[config.mk]
export PLATFORM = sky130hd
export DESIGN_NAME = ins_enc_flat
export DESIGN_NICKNAME = d
export VERILOG_FILES = /design/src/rtl/ins_enc_if.sv /design/src/rtl/ins_enc.sv /design/src/flat_wrapper.sv
export SDC_FILE = /design/constraint.sdc
export NUM_CORES = 1
export LEC_CHECK = 0
export CORE_MARGIN = 4
export CORE_UTILIZATION = 35
export DETAILED_ROUTE_END_ITERATION = 12
export PLACE_DENSITY_LB_ADDON = 0.08
export SYNTH_ARGS = -nofsm -noshare
export SYNTH_HDL_FRONTEND = slang
export SYNTH_SLANG_ARGS = --single-unit
[constraint.sdc]
create_clock -name i_clk -period 3.03 [get_ports i_clk]
set_input_delay 0.7575 -clock i_clk [delete_from_list [all_inputs] [get_ports i_clk]]
set_output_delay 0.7575 -clock i_clk [all_outputs]
set_load 0.1 [all_outputs]
[src/rtl/ins_enc_if.sv]
`default_nettype none
// ============================================================================
// Module      : ins_enc_if
// Description : Request / queue bundle for the ins_enc instruction encoder.
//               Also provides the field widths and EXU op codes shared with
//               the decode side when they are not already defined.
// Revision    : 1.0 - initial release
// ============================================================================

`ifndef REG_ADDRW
`define REG_ADDRW 5
`endif
`ifndef CPU_WIDTH
`define CPU_WIDTH 32
`endif
`ifndef EXU_OPT_WIDTH
`define EXU_OPT_WIDTH 5
`endif
`ifndef LSU_OPT_WIDTH
`define LSU_OPT_WIDTH 4
`endif

// EXU op codes (5-bit); anything not listed is not an ALU or branch op
`ifndef EXU_ADD
`define EXU_ADD  5'd0
`define EXU_SUB  5'd1
`define EXU_SLL  5'd2
`define EXU_SLT  5'd3
`define EXU_SLTU 5'd4
`define EXU_XOR  5'd5
`define EXU_SRL  5'd6
`define EXU_SRA  5'd7
`define EXU_OR   5'd8
`define EXU_AND  5'd9
`define EXU_BEQ  5'd10
`define EXU_BNE  5'd11
`define EXU_BLT  5'd12
`define EXU_BGE  5'd13
`define EXU_BLTU 5'd14
`define EXU_BGEU 5'd15
`endif

interface ins_enc_if #(
  parameter int DEPTH = 4
) ();
  // request side
  logic                      i_valid;
  logic                      o_ready;
  logic [3:0]                i_fmt;
  logic [`REG_ADDRW-1:0]     i_rdid;
  logic [`REG_ADDRW-1:0]     i_rs1id;
  logic [`REG_ADDRW-1:0]     i_rs2id;
  logic [`CPU_WIDTH-1:0]     i_imm;
  logic [`EXU_OPT_WIDTH-1:0] i_exu_opt;
  logic [`LSU_OPT_WIDTH-1:0] i_lsu_opt;
  // queue side
  logic                      o_valid;
  logic                      i_ready;
  logic [31:0]               o_ins;
  logic                      o_err;
  logic [$clog2(DEPTH):0]    o_level;

  modport master (
    output i_valid, i_fmt, i_rdid, i_rs1id, i_rs2id, i_imm, i_exu_opt, i_lsu_opt, i_ready,
    input  o_ready, o_valid, o_ins, o_err, o_level
  );

  modport slave (
    input  i_valid, i_fmt, i_rdid, i_rs1id, i_rs2id, i_imm, i_exu_opt, i_lsu_opt, i_ready,
    output o_ready, o_valid, o_ins, o_err, o_level
  );
endinterface

`default_nettype wire

[src/rtl/ins_enc.sv]
`default_nettype none
// ============================================================================
// Module      : ins_enc
// Description : RV32I instruction encoder. Packs decoded fields into the
//               32-bit encoding and queues them in a DEPTH-entry FIFO.
//               Unencodable requests pulse o_err and are dropped.
//               Optional macro ENC_IMM_CHK_EN: also reject immediates that
//               do not fit the format's encodable range.
// Revision    : 1.0 - initial release
// ============================================================================

module ins_enc #(
  parameter int DEPTH = 4
) (
  input  logic     i_clk,
  input  logic     i_rst_n,
  ins_enc_if.slave bus
);

  localparam int          AW         = $clog2(DEPTH);
  localparam logic [AW:0] LEVEL_FULL = (AW+1)'(DEPTH);
  localparam logic [AW:0] LEVEL_ONE  = (AW+1)'(1);
  localparam logic [AW-1:0] PTR_ONE  = AW'(1);

  localparam logic [3:0] FMT_R     = 4'd0;
  localparam logic [3:0] FMT_I     = 4'd1;
  localparam logic [3:0] FMT_LOAD  = 4'd2;
  localparam logic [3:0] FMT_JALR  = 4'd3;
  localparam logic [3:0] FMT_S     = 4'd4;
  localparam logic [3:0] FMT_B     = 4'd5;
  localparam logic [3:0] FMT_LUI   = 4'd6;
  localparam logic [3:0] FMT_AUIPC = 4'd7;
  localparam logic [3:0] FMT_J     = 4'd8;
  localparam logic [3:0] FMT_EBRK  = 4'd9;

  localparam logic [6:0] OPC_R     = 7'b0110011;
  localparam logic [6:0] OPC_I     = 7'b0010011;
  localparam logic [6:0] OPC_LOAD  = 7'b0000011;
  localparam logic [6:0] OPC_JALR  = 7'b1100111;
  localparam logic [6:0] OPC_S     = 7'b0100011;
  localparam logic [6:0] OPC_B     = 7'b1100011;
  localparam logic [6:0] OPC_LUI   = 7'b0110111;
  localparam logic [6:0] OPC_AUIPC = 7'b0010111;
  localparam logic [6:0] OPC_J     = 7'b1101111;
  localparam logic [31:0] INS_EBRK = 32'h0010_0073;

  logic [4:0]  rd;
  logic [4:0]  rs1;
  logic [4:0]  rs2;
  logic [31:0] imm;
  logic [2:0]  mem_f3;
  logic        mem_st;

  assign rd     = bus.i_rdid;
  assign rs1    = bus.i_rs1id;
  assign rs2    = bus.i_rs2id;
  assign imm    = bus.i_imm;
  assign mem_f3 = bus.i_lsu_opt[3:1];
  assign mem_st = bus.i_lsu_opt[0];

`ifdef ENC_IMM_CHK_EN
  logic fits12;
  logic fits13;
  logic fits21;
  assign fits12 = (imm[31:11] == '0) || (imm[31:11] == '1);
  assign fits13 = (imm[31:12] == '0) || (imm[31:12] == '1);
  assign fits21 = (imm[31:20] == '0) || (imm[31:20] == '1);
`endif

  logic       alu_op;
  logic       sub_op;
  logic       shift_op;
  logic       br_op;
  logic [2:0] alu_f3;
  logic [6:0] alu_f7;
  logic [2:0] br_f3;

  // Classify the EXU op and derive its func3/func7
  always_comb begin
    alu_op   = 1'b1;
    sub_op   = 1'b0;
    shift_op = 1'b0;
    br_op    = 1'b0;
    alu_f3   = 3'b000;
    alu_f7   = 7'b0000000;
    br_f3    = 3'b000;
    case (bus.i_exu_opt)
      `EXU_ADD:  alu_f3 = 3'b000;
      `EXU_SUB:  begin alu_f3 = 3'b000; alu_f7 = 7'b0100000; sub_op = 1'b1; end
      `EXU_SLL:  begin alu_f3 = 3'b001; shift_op = 1'b1; end
      `EXU_SLT:  alu_f3 = 3'b010;
      `EXU_SLTU: alu_f3 = 3'b011;
      `EXU_XOR:  alu_f3 = 3'b100;
      `EXU_SRL:  begin alu_f3 = 3'b101; shift_op = 1'b1; end
      `EXU_SRA:  begin alu_f3 = 3'b101; alu_f7 = 7'b0100000; shift_op = 1'b1; end
      `EXU_OR:   alu_f3 = 3'b110;
      `EXU_AND:  alu_f3 = 3'b111;
      `EXU_BEQ:  begin alu_op = 1'b0; br_op = 1'b1; br_f3 = 3'b000; end
      `EXU_BNE:  begin alu_op = 1'b0; br_op = 1'b1; br_f3 = 3'b001; end
      `EXU_BLT:  begin alu_op = 1'b0; br_op = 1'b1; br_f3 = 3'b100; end
      `EXU_BGE:  begin alu_op = 1'b0; br_op = 1'b1; br_f3 = 3'b101; end
      `EXU_BLTU: begin alu_op = 1'b0; br_op = 1'b1; br_f3 = 3'b110; end
      `EXU_BGEU: begin alu_op = 1'b0; br_op = 1'b1; br_f3 = 3'b111; end
      default:   alu_op = 1'b0;
    endcase
  end

  logic [31:0] enc;
  logic        bad;

  // Pack the fields for the requested format and flag unencodable requests
  always_comb begin
    enc = 32'h0;
    bad = 1'b0;
    case (bus.i_fmt)
      FMT_R: begin
        enc = {alu_f7, rs2, rs1, alu_f3, rd, OPC_R};
        bad = !alu_op;
      end
      FMT_I: begin
        if (shift_op) begin
          enc = {alu_f7, imm[4:0], rs1, alu_f3, rd, OPC_I};
`ifdef ENC_IMM_CHK_EN
          if (imm[31:5] != '0) bad = 1'b1;
`endif
        end else begin
          enc = {imm[11:0], rs1, alu_f3, rd, OPC_I};
`ifdef ENC_IMM_CHK_EN
          if (!fits12) bad = 1'b1;
`endif
        end
        if (!alu_op || sub_op) bad = 1'b1;
      end
      FMT_LOAD: begin
        enc = {imm[11:0], rs1, mem_f3, rd, OPC_LOAD};
        // LD, LWU and the reserved func3 do not exist in RV32I
        if (mem_st || mem_f3 == 3'd3 || mem_f3 == 3'd6 || mem_f3 == 3'd7) bad = 1'b1;
`ifdef ENC_IMM_CHK_EN
        if (!fits12) bad = 1'b1;
`endif
      end
      FMT_JALR: begin
        enc = {imm[11:0], rs1, 3'b000, rd, OPC_JALR};
`ifdef ENC_IMM_CHK_EN
        if (!fits12) bad = 1'b1;
`endif
      end
      FMT_S: begin
        enc = {imm[11:5], rs2, rs1, mem_f3, imm[4:0], OPC_S};
        if (!mem_st || mem_f3 > 3'd2) bad = 1'b1;
`ifdef ENC_IMM_CHK_EN
        if (!fits12) bad = 1'b1;
`endif
      end
      FMT_B: begin
        enc = {imm[12], imm[10:5], rs2, rs1, br_f3, imm[4:1], imm[11], OPC_B};
        if (!br_op) bad = 1'b1;
`ifdef ENC_IMM_CHK_EN
        if (!fits13 || imm[0]) bad = 1'b1;
`endif
      end
      FMT_LUI, FMT_AUIPC: begin
        enc = {imm[31:12], rd, (bus.i_fmt == FMT_LUI) ? OPC_LUI : OPC_AUIPC};
`ifdef ENC_IMM_CHK_EN
        if (imm[11:0] != '0) bad = 1'b1;
`endif
      end
      FMT_J: begin
        enc = {imm[20], imm[10:1], imm[11], imm[19:12], rd, OPC_J};
`ifdef ENC_IMM_CHK_EN
        if (!fits21 || imm[0]) bad = 1'b1;
`endif
      end
      FMT_EBRK: enc = INS_EBRK;
      default:  bad = 1'b1;
    endcase
  end

  logic [31:0]   mem [DEPTH];
  logic [AW-1:0] wr_ptr;
  logic [AW-1:0] rd_ptr;
  logic [AW:0]   level;
  logic          err;
  logic          accept;
  logic          push;
  logic          pop;

  // A rejected request still consumes the handshake but never reaches the queue
  assign accept      = bus.i_valid & bus.o_ready;
  assign push        = accept & ~bad;
  assign pop         = bus.o_valid & bus.i_ready;
  assign bus.o_ready = (level != LEVEL_FULL);
  assign bus.o_valid = (level != '0);
  assign bus.o_ins   = bus.o_valid ? mem[rd_ptr] : 32'h0;
  assign bus.o_err   = err;
  assign bus.o_level = level;

  // Queue pointers, occupancy and the reject pulse
  always_ff @(posedge i_clk) begin
    if (!i_rst_n) begin
      wr_ptr <= '0;
      rd_ptr <= '0;
      level  <= '0;
      err    <= 1'b0;
    end else begin
      err <= accept & bad;
      if (push) wr_ptr <= wr_ptr + PTR_ONE;
      if (pop)  rd_ptr <= rd_ptr + PTR_ONE;
      case ({push, pop})
        2'b10:   level <= level + LEVEL_ONE;
        2'b01:   level <= level - LEVEL_ONE;
        default: level <= level;
      endcase
    end
  end

  // Storage array; contents are don't-care until the pointers cover them
  always_ff @(posedge i_clk) begin
    if (i_rst_n && push) mem[wr_ptr] <= enc;
  end

endmodule

`default_nettype wire

[src/flat_wrapper.sv]
// flat-port wrapper written by rule: the top's interface ports become plain ports
module ins_enc_flat 
#(
  parameter int DEPTH = 4
)
  (i_clk, i_rst_n, bus_i_valid, bus_i_fmt, bus_i_rdid, bus_i_rs1id, bus_i_rs2id, bus_i_imm, bus_i_exu_opt, bus_i_lsu_opt, bus_i_ready, bus_o_ready, bus_o_valid, bus_o_ins, bus_o_err, bus_o_level);
  ins_enc_if #(.DEPTH(DEPTH)) bus_i ();
  input  logic i_clk;
  input  logic i_rst_n;
  input wire logic [$bits(bus_i.i_valid)-1:0] bus_i_valid;
  input wire logic [$bits(bus_i.i_fmt)-1:0] bus_i_fmt;
  input wire logic [$bits(bus_i.i_rdid)-1:0] bus_i_rdid;
  input wire logic [$bits(bus_i.i_rs1id)-1:0] bus_i_rs1id;
  input wire logic [$bits(bus_i.i_rs2id)-1:0] bus_i_rs2id;
  input wire logic [$bits(bus_i.i_imm)-1:0] bus_i_imm;
  input wire logic [$bits(bus_i.i_exu_opt)-1:0] bus_i_exu_opt;
  input wire logic [$bits(bus_i.i_lsu_opt)-1:0] bus_i_lsu_opt;
  input wire logic [$bits(bus_i.i_ready)-1:0] bus_i_ready;
  output wire logic [$bits(bus_i.o_ready)-1:0] bus_o_ready;
  output wire logic [$bits(bus_i.o_valid)-1:0] bus_o_valid;
  output wire logic [$bits(bus_i.o_ins)-1:0] bus_o_ins;
  output wire logic [$bits(bus_i.o_err)-1:0] bus_o_err;
  output wire logic [$bits(bus_i.o_level)-1:0] bus_o_level;
  assign bus_i.i_valid = bus_i_valid;
  assign bus_i.i_fmt = bus_i_fmt;
  assign bus_i.i_rdid = bus_i_rdid;
  assign bus_i.i_rs1id = bus_i_rs1id;
  assign bus_i.i_rs2id = bus_i_rs2id;
  assign bus_i.i_imm = bus_i_imm;
  assign bus_i.i_exu_opt = bus_i_exu_opt;
  assign bus_i.i_lsu_opt = bus_i_lsu_opt;
  assign bus_i.i_ready = bus_i_ready;
  assign bus_o_ready = bus_i.o_ready;
  assign bus_o_valid = bus_i.o_valid;
  assign bus_o_ins = bus_i.o_ins;
  assign bus_o_err = bus_i.o_err;
  assign bus_o_level = bus_i.o_level;
  ins_enc #(.DEPTH(DEPTH)) u_core (.i_clk(i_clk), .i_rst_n(i_rst_n), .bus(bus_i));
endmodule
# Word level (Yosys, flattened, before mapping)
# Memory sizes are Yosys's and may differ from the RTL's. A register that Yosys moved wholly into a read port is not among the register bits.
# Cells that the tools add are included.
[word_totals]
inputBits = 64
ff_bits = 8
elab_cells = 85
output_inout_bits = 38
n_memories = 1
ramBits = 128
[mem_list]
columns = ["memory", "words", "word_bits", "read_ports", "rd_clocked_by_memory_dff", "wr", "line", "rtl"]
rows = [
  ["u_core.mem", 4, 32, 1, 1, 1, "ins_enc.sv:179", "logic [31:0] mem [DEPTH];"],
]
[op_classes]
eq_ne = 30
order_cmp = 1
n_mux = 21
bitwise = 5
n_reduce_logical = 19
n_addsub = 4
[ops]
columns = ["op", "count"]
rows = [
  ["$pmux 32 s9", 1],
  ["$mux 32", 2],
  ["$eq 5x4->1 const B", 8],
  ["$pmux 3 s7", 1],
  ["$eq 5x3->1 const B", 4],
  ["$eq 4x3->1 const B", 4],
  ["$pmux 3 s5", 1],
  ["$mux 6", 2],
  ["$eq 5x2->1 const B", 2],
  ["$mux 1", 10],
  ["$reduce_or 10->1", 1],
  ["$eq 4x2->1 const B", 2],
  ["$eq 4x4->1 const B", 2],
  ["$eq 3x3->1 const B", 2],
  ["$pmux 1 s6", 1],
  ["$pmux 3 s2", 1],
  ["$reduce_or 2->1", 3],
  ["$reduce_or 6->1", 1],
  ["$eq 5x1->1 const B", 1],
  ["$logic_not 5->1", 1],
  ["$logic_or 1x1->1", 5],
  ["$reduce_or 5->1", 1],
  ["$add 2x1->2 const B", 2],
  ["$and 1x1->1", 4],
  ["other kinds (16)", 18],
]

# Depth between registers and ports, before layout
# Gate-level depths: netlist of run 1.
[depth]
depth_word = 12
ltp_mapped = 12

# Least setup slack after synthesis of run 1
# OpenSTA, ideal clock, no wires.
[synth_timing]
path_type = "register to output"
from = "register u_core.level[0] (netlist: u_core.bus.o_level[0])"
to = "output port bus_o_ins[22]"
setup_slack_ns = -0.850
path_stages_with_launch = 4
arrival_ns = 3.123
path_cell_list = "dfxtp_1 or3_1 clkbuf_1 and2_1"
[synth_between]
elab_chain_len = 2
[synth_rtl]
columns = ["element", "line", "rtl"]
rows = [
  ["start, declared", "ins_enc.sv:182", "logic [AW:0] level;"],
  ["start signal, assigned", "ins_enc.sv:210", "2'b10: level <= level + LEVEL_ONE;"],
  ["start signal, assigned", "ins_enc.sv:211", "2'b01: level <= level - LEVEL_ONE;"],
  ["start signal, assigned", "ins_enc.sv:212", "default: level <= level;"],
  ["$reduce_bool 3->1", "ins_enc.sv:193", "assign bus.o_valid = (level != '0);"],
  ["via bus_o_valid", "flat_wrapper.sv:20", "output wire logic [$bits(bus_i.o_valid)-1:0] bus_o_valid;"],
  ["$mux 32", "ins_enc.sv:194", "assign bus.o_ins = bus.o_valid ? mem[rd_ptr] : 32'h0;"],
  ["end, declared", "flat_wrapper.sv:21", "output wire logic [$bits(bus_i.o_ins)-1:0] bus_o_ins;"],
]
# The timed path passes the listed nets, and every way through them passes these cells.

# Worst setup path after layout of run 1
[layout_timing]
from = "input port bus_i_fmt[1]"
to = "register u_core.level[2] (netlist: u_core.bus.o_level[2])"
[layout_between]
elab_chain_len = 7
word_cells_on_any_way = 18
[layout_rtl]
columns = ["element", "line", "rtl"]
rows = [
  ["start, declared", "flat_wrapper.sv:11", "input wire logic [$bits(bus_i.i_fmt)-1:0] bus_i_fmt;"],
  ["$eq 4x2->1, or another cell as far along", "ins_enc.sv:115", "case (bus.i_fmt)"],
  ["$reduce_or 5->1 (no source line)", "-", ""],
  ["$pmux 1 s6 *", "ins_enc.sv:115", ""],
  ["$not 1->1 *", "ins_enc.sv:190", "assign push = accept & ~bad;"],
  ["$and 1x1->1 *", "ins_enc.sv:190", ""],
  ["$eq 2x1->1 / $eq 2x2->1 (equally long branches)", "ins_enc.sv:209", "case ({push, pop})"],
  ["$pmux 3 s2 / $reduce_bool 2->1 (equally long branches)", "-", ""],
]
# Every way passes the cells marked *; elsewhere a longest branch is shown, timed or not.
# A chain may end at the register's enable or synchronous reset.

==> results.sh, run 1 <==
export IMPL_maxSlewViolCount=0
export IMPL_crit_path_end="u_core.bus.o_level[2]"
export IMPL_hold_worst_slack_ns=0.523
export IMPL_synth_seq_cells=134
export IMPL_p_sw_mw=3.22
export IMPL_synthCells=409
export IMPL_synth_edf_count=124
export IMPL_synthArstFlopShare=0
export IMPL_fin_cells=790
export IMPL_critical_path_class="input pin to flip-flop"
export IMPL_max_cap_violations=0
export IMPL_fin_crit_sh=0.969
export IMPL_final_cell_mix="edfxtp_1, clkdlybuf4s50_1, buf_4"
export IMPL_synth_cell_area_um2=6120
export IMPL_clkSinkCount=134
export IMPL_fill_cells=1464
export IMPL_core_area_um2=17200
export IMPL_synth_seq_area_share=0.641
export IMPL_h_tree_depth=4
export IMPL_sequentialPowerShare=0.272
export IMPL_grt_usage=0.155
export IMPL_status="complete, no violations"
export IMPL_dp_hpwl_um=10200
export IMPL_synth_top_family_by_area="multiplexers"
export IMPL_layout_commonest_cell="edfxtp_1"
export IMPL_vias_per_cell=4.99
export IMPL_clk_path_buf_depth=2
export IMPL_worst_pin_slew_ns=0.815
export IMPL_synthSimpleGateAreaFrac=0.100
export IMPL_fmax_mhz=341
export IMPL_drc_errors=0
export IMPL_synth_compound_area_share=0.0885
export IMPL_fp_dieW_um=140
export IMPL_postSynthAreaPerCell_um2=15.0
export IMPL_tns_ns=0
export IMPL_drt_initial_drc_count=303
export IMPL_gp_congestion=0.776
export IMPL_worstPathArrival_ns=3.28
export IMPL_cts_tree="yes"
export IMPL_internal_power_mw=4.66
export IMPL_initial_core_util=0.355
export IMPL_final_nets=622
export IMPL_finalSetupViolCount=0
export IMPL_rrSetupSlack_ns=0.67
export IMPL_grt_pass1_vias=4209
export IMPL_clkPwrFrac=0.235
export IMPL_seqCellArea_um2=3930
export IMPL_ys_warn_count=0
export IMPL_p_comb_frac=0.492
export IMPL_leakagePower_nw=3.05
export IMPL_dpl_cell_count=754
export IMPL_critPathLaunch="bus_i_fmt[1]"
export IMPL_power_density_nw_per_um2=909
export IMPL_p_total_mw=7.88
export IMPL_drt_pass1_iter_count=5
export IMPL_wl_um=14900
export IMPL_worstRegToRegCells=9
export IMPL_cp_required_ns=3.37
export IMPL_antenna_cells=0
export IMPL_regToRegEndpoint="u_core.bus.o_level[2]"
export IMPL_period_minus_slack_ns=2.94
export IMPL_hold_violations=0
export IMPL_layout_setup_ws_ns=0.0943
export IMPL_ant_nets=0
export IMPL_grt_overflow=0
export IMPL_ir_worst_vdd_uv=789
export IMPL_hold_buffers=0
export IMPL_grt_max_degree=34
export IMPL_insertion_delay_ns=0.41
export IMPL_num_rows=48
export IMPL_cts_root_buf="clkbuf_16"
export IMPL_synth_nets=479
export IMPL_synth_mux_area_fraction=0.121
export IMPL_preCtsSetupSlack_ns=-0.384
export IMPL_wire_per_inst_um=18.9
export IMPL_multi_input_area_um2=2060
export IMPL_synth_main_ff_cell="edfxtp_1"
export IMPL_crit_path_max_fanout=4
export IMPL_area_growth_pct=41.7
export IMPL_portBuffers=101
export IMPL_die_y_um=140
export IMPL_routed_via_count=3941
export IMPL_cts_made_buffers=17
export IMPL_dieArea_um2=19700
export IMPL_io_pins=102
export IMPL_drive_above_1_share=0.297
export IMPL_rr_startpoint="u_core.bus.o_level[0]"
export IMPL_worstSetupStartpointType="input pin"
export IMPL_grt_antenna_before_repair=0
export IMPL_skew_ns=0.00787
export IMPL_synthAdderAreaFrac=0.0135
export IMPL_p_sw_frac=0.409
export IMPL_grt_pass1_wl_um=23300
export IMPL_crit_path_end_kind="flip-flop"
export IMPL_synth_xor_area_share=0.00859
export IMPL_hold_path_class="flip-flop to flip-flop"
export IMPL_path_clk_slew_ns=0.06
export IMPL_slew_headroom=0.453
export IMPL_yosysUniqueCellTypes=52
## cell families (layout without fill, tap and decap cells)
group	Yosys count	count (layout)
flip-flops	134	134
AND/OR/NAND/NOR	114	114
AO/OA/AOI/OAI	74	74
buffers and inverters	40	196
multiplexers	35	35
adder cells (fa/ha/maj)	6	6
XOR/XNOR	6	6
## cells in the mapped netlist, types with 2 or more instances
master	count	area share
edfxtp_1	124	0.61
and2_1	39	0.040
mux4_2	31	0.11
nand2_1	25	0.015
nor2_1	19	0.012
inv_1	15	0.0092
nor2b_1	13	0.013
o21ai_0	12	0.0098
a22oi_1	11	0.013
clkbuf_1	11	0.0067
a21oi_1	10	0.0082
dfxtp_1	10	0.033
buf_2	9	0.0074
o22ai_1	6	0.0061
a22o_1	5	0.0072
ha_1	5	0.010
nand2b_1	5	0.0051
a222oi_1	4	0.0065
xnor2_1	4	0.0057
a211oi_1	3	0.0037
a221o_1	3	0.0049
buf_1	3	0.0018
mux2i_1	3	0.0049
nor3_1	3	0.0025
or3_1	3	0.0031
a21boi_0	2	0.0025
a31oi_1	2	0.0020
a32oi_1	2	0.0029
o311a_1	2	0.0033
o31ai_1	2	0.0025
xor2_1	2	0.0029
## how the worst min path moves through the flow
stage	start	endpoint	slack, ns	cells after the start
after floorplan	u_core.wr_ptr[1]	u_core.wr_ptr[1]	0.47	2
after global placement	u_core.bus.o_level[2]	u_core.bus.o_level[2]	0.49	2
after detailed placement	u_core.wr_ptr[0]	u_core.wr_ptr[0]	0.51	2
after CTS	u_core.wr_ptr[0]	u_core.wr_ptr[0]	0.52	2
after global routing	u_core.wr_ptr[0]	u_core.wr_ptr[0]	0.55	2
final	u_core.bus.o_level[2]	u_core.bus.o_level[2]	0.52	2
## worst max-delay path, cell delays in order
cell,delay (ns)
clkdlybuf4s50_1,0.55
nand2b_4,0.16
buf_4,0.10
a31oi_1,0.03
o32a_1,0.37
nor3b_2,0.22
inv_1,0.07
ha_2,0.17
buf_4,0.12
buf_4,0.12
xor2_1,0.15
or3_1,0.30
a21boi_1,0.15
## final cells by class
| type | instances | share of cell area |
|---|---|---|
| tap | 225 | 0.0325 |
| clock inverter | 14 | 0.0128 |
| clock buffer | 18 | 0.0495 |
| timing repair buffer | 149 | 0.209 |
| sequential | 134 | 0.453 |
| multi-input combinational | 235 | 0.237 |
| inverter | 15 | 0.00649 |
## metal layers
| metal | global-route usage | wire length (µm) |
|---|---|---|
| met1 | 0.204 | 6780 |
| met4 | 0.0459 | 85 |
| met3 | 0.0427 | 703 |
| met2 | 0.252 | 7370 |
| met5 | 0 | 0 |
## metrics by stage
step / utilization / area, µm²
2_1_floorplan: - / 6150
3_3_place_gp: 0.469 / 8080
3_5_place_dp: 0.469 / 8080
4_1_cts: 0.500 / 8620
5_1_grt: 0.503 / 8670
6_report: 0.503 / 8670
## power groups by stage
stage,combinational (mW),clock [mW],sequential [mW]
global placement,3.90,0,2.18
CTS,3.93,1.90,2.15
floorplan,2.40,0,2.28
global route,4.03,1.99,2.15
detailed placement,3.92,0,2.18
finish,3.88,1.86,2.15
## registers in the layout, indices dropped and copies added (netlist names), named ones only
signal	flops
u_core.bus.o_level	3
u_core.rd_ptr	2
u_core.wr_ptr	2
u_core.mem	124
u_core.bus.o_err	1
## repair_timing
| action | in CTS | in global routing |
|---|---|---|
| resized for setup | 0 | 5 |
| endpoints found under the setup margin | 0 | 1 |
| buffers inserted | 0 | 4 |
| hold endpoints to repair | 0 | 0 |
Note: power is estimated with default switching activity, not from simulation.
==> run 2, diff against run 1 <==
--- a/config.mk
+++ b/config.mk
@@ -8,6 +8,7 @@
 export CORE_MARGIN = 4
 export CORE_UTILIZATION = 35
 export DETAILED_ROUTE_END_ITERATION = 12
+export HOLD_SLACK_MARGIN = 0.12
 export PLACE_DENSITY_LB_ADDON = 0.08
 export SYNTH_ARGS = -nofsm -noshare
 export SYNTH_HDL_FRONTEND = slang
==> results of run 2 <==
Final layout, timing and power as in run 1 (identical DEF).
==> run 3, diff against run 2 <==
--- a/config.mk
+++ b/config.mk
@@ -10,6 +10,8 @@
 export DETAILED_ROUTE_END_ITERATION = 12
 export HOLD_SLACK_MARGIN = 0.12
 export PLACE_DENSITY_LB_ADDON = 0.08
+export SKIP_LAST_GASP = 1
+export SLEW_MARGIN = 20
 export SYNTH_ARGS = -nofsm -noshare
 export SYNTH_HDL_FRONTEND = slang
 export SYNTH_SLANG_ARGS = --single-unit
==> results of run 3 <==
Final layout, timing and power as in run 1 (identical DEF).
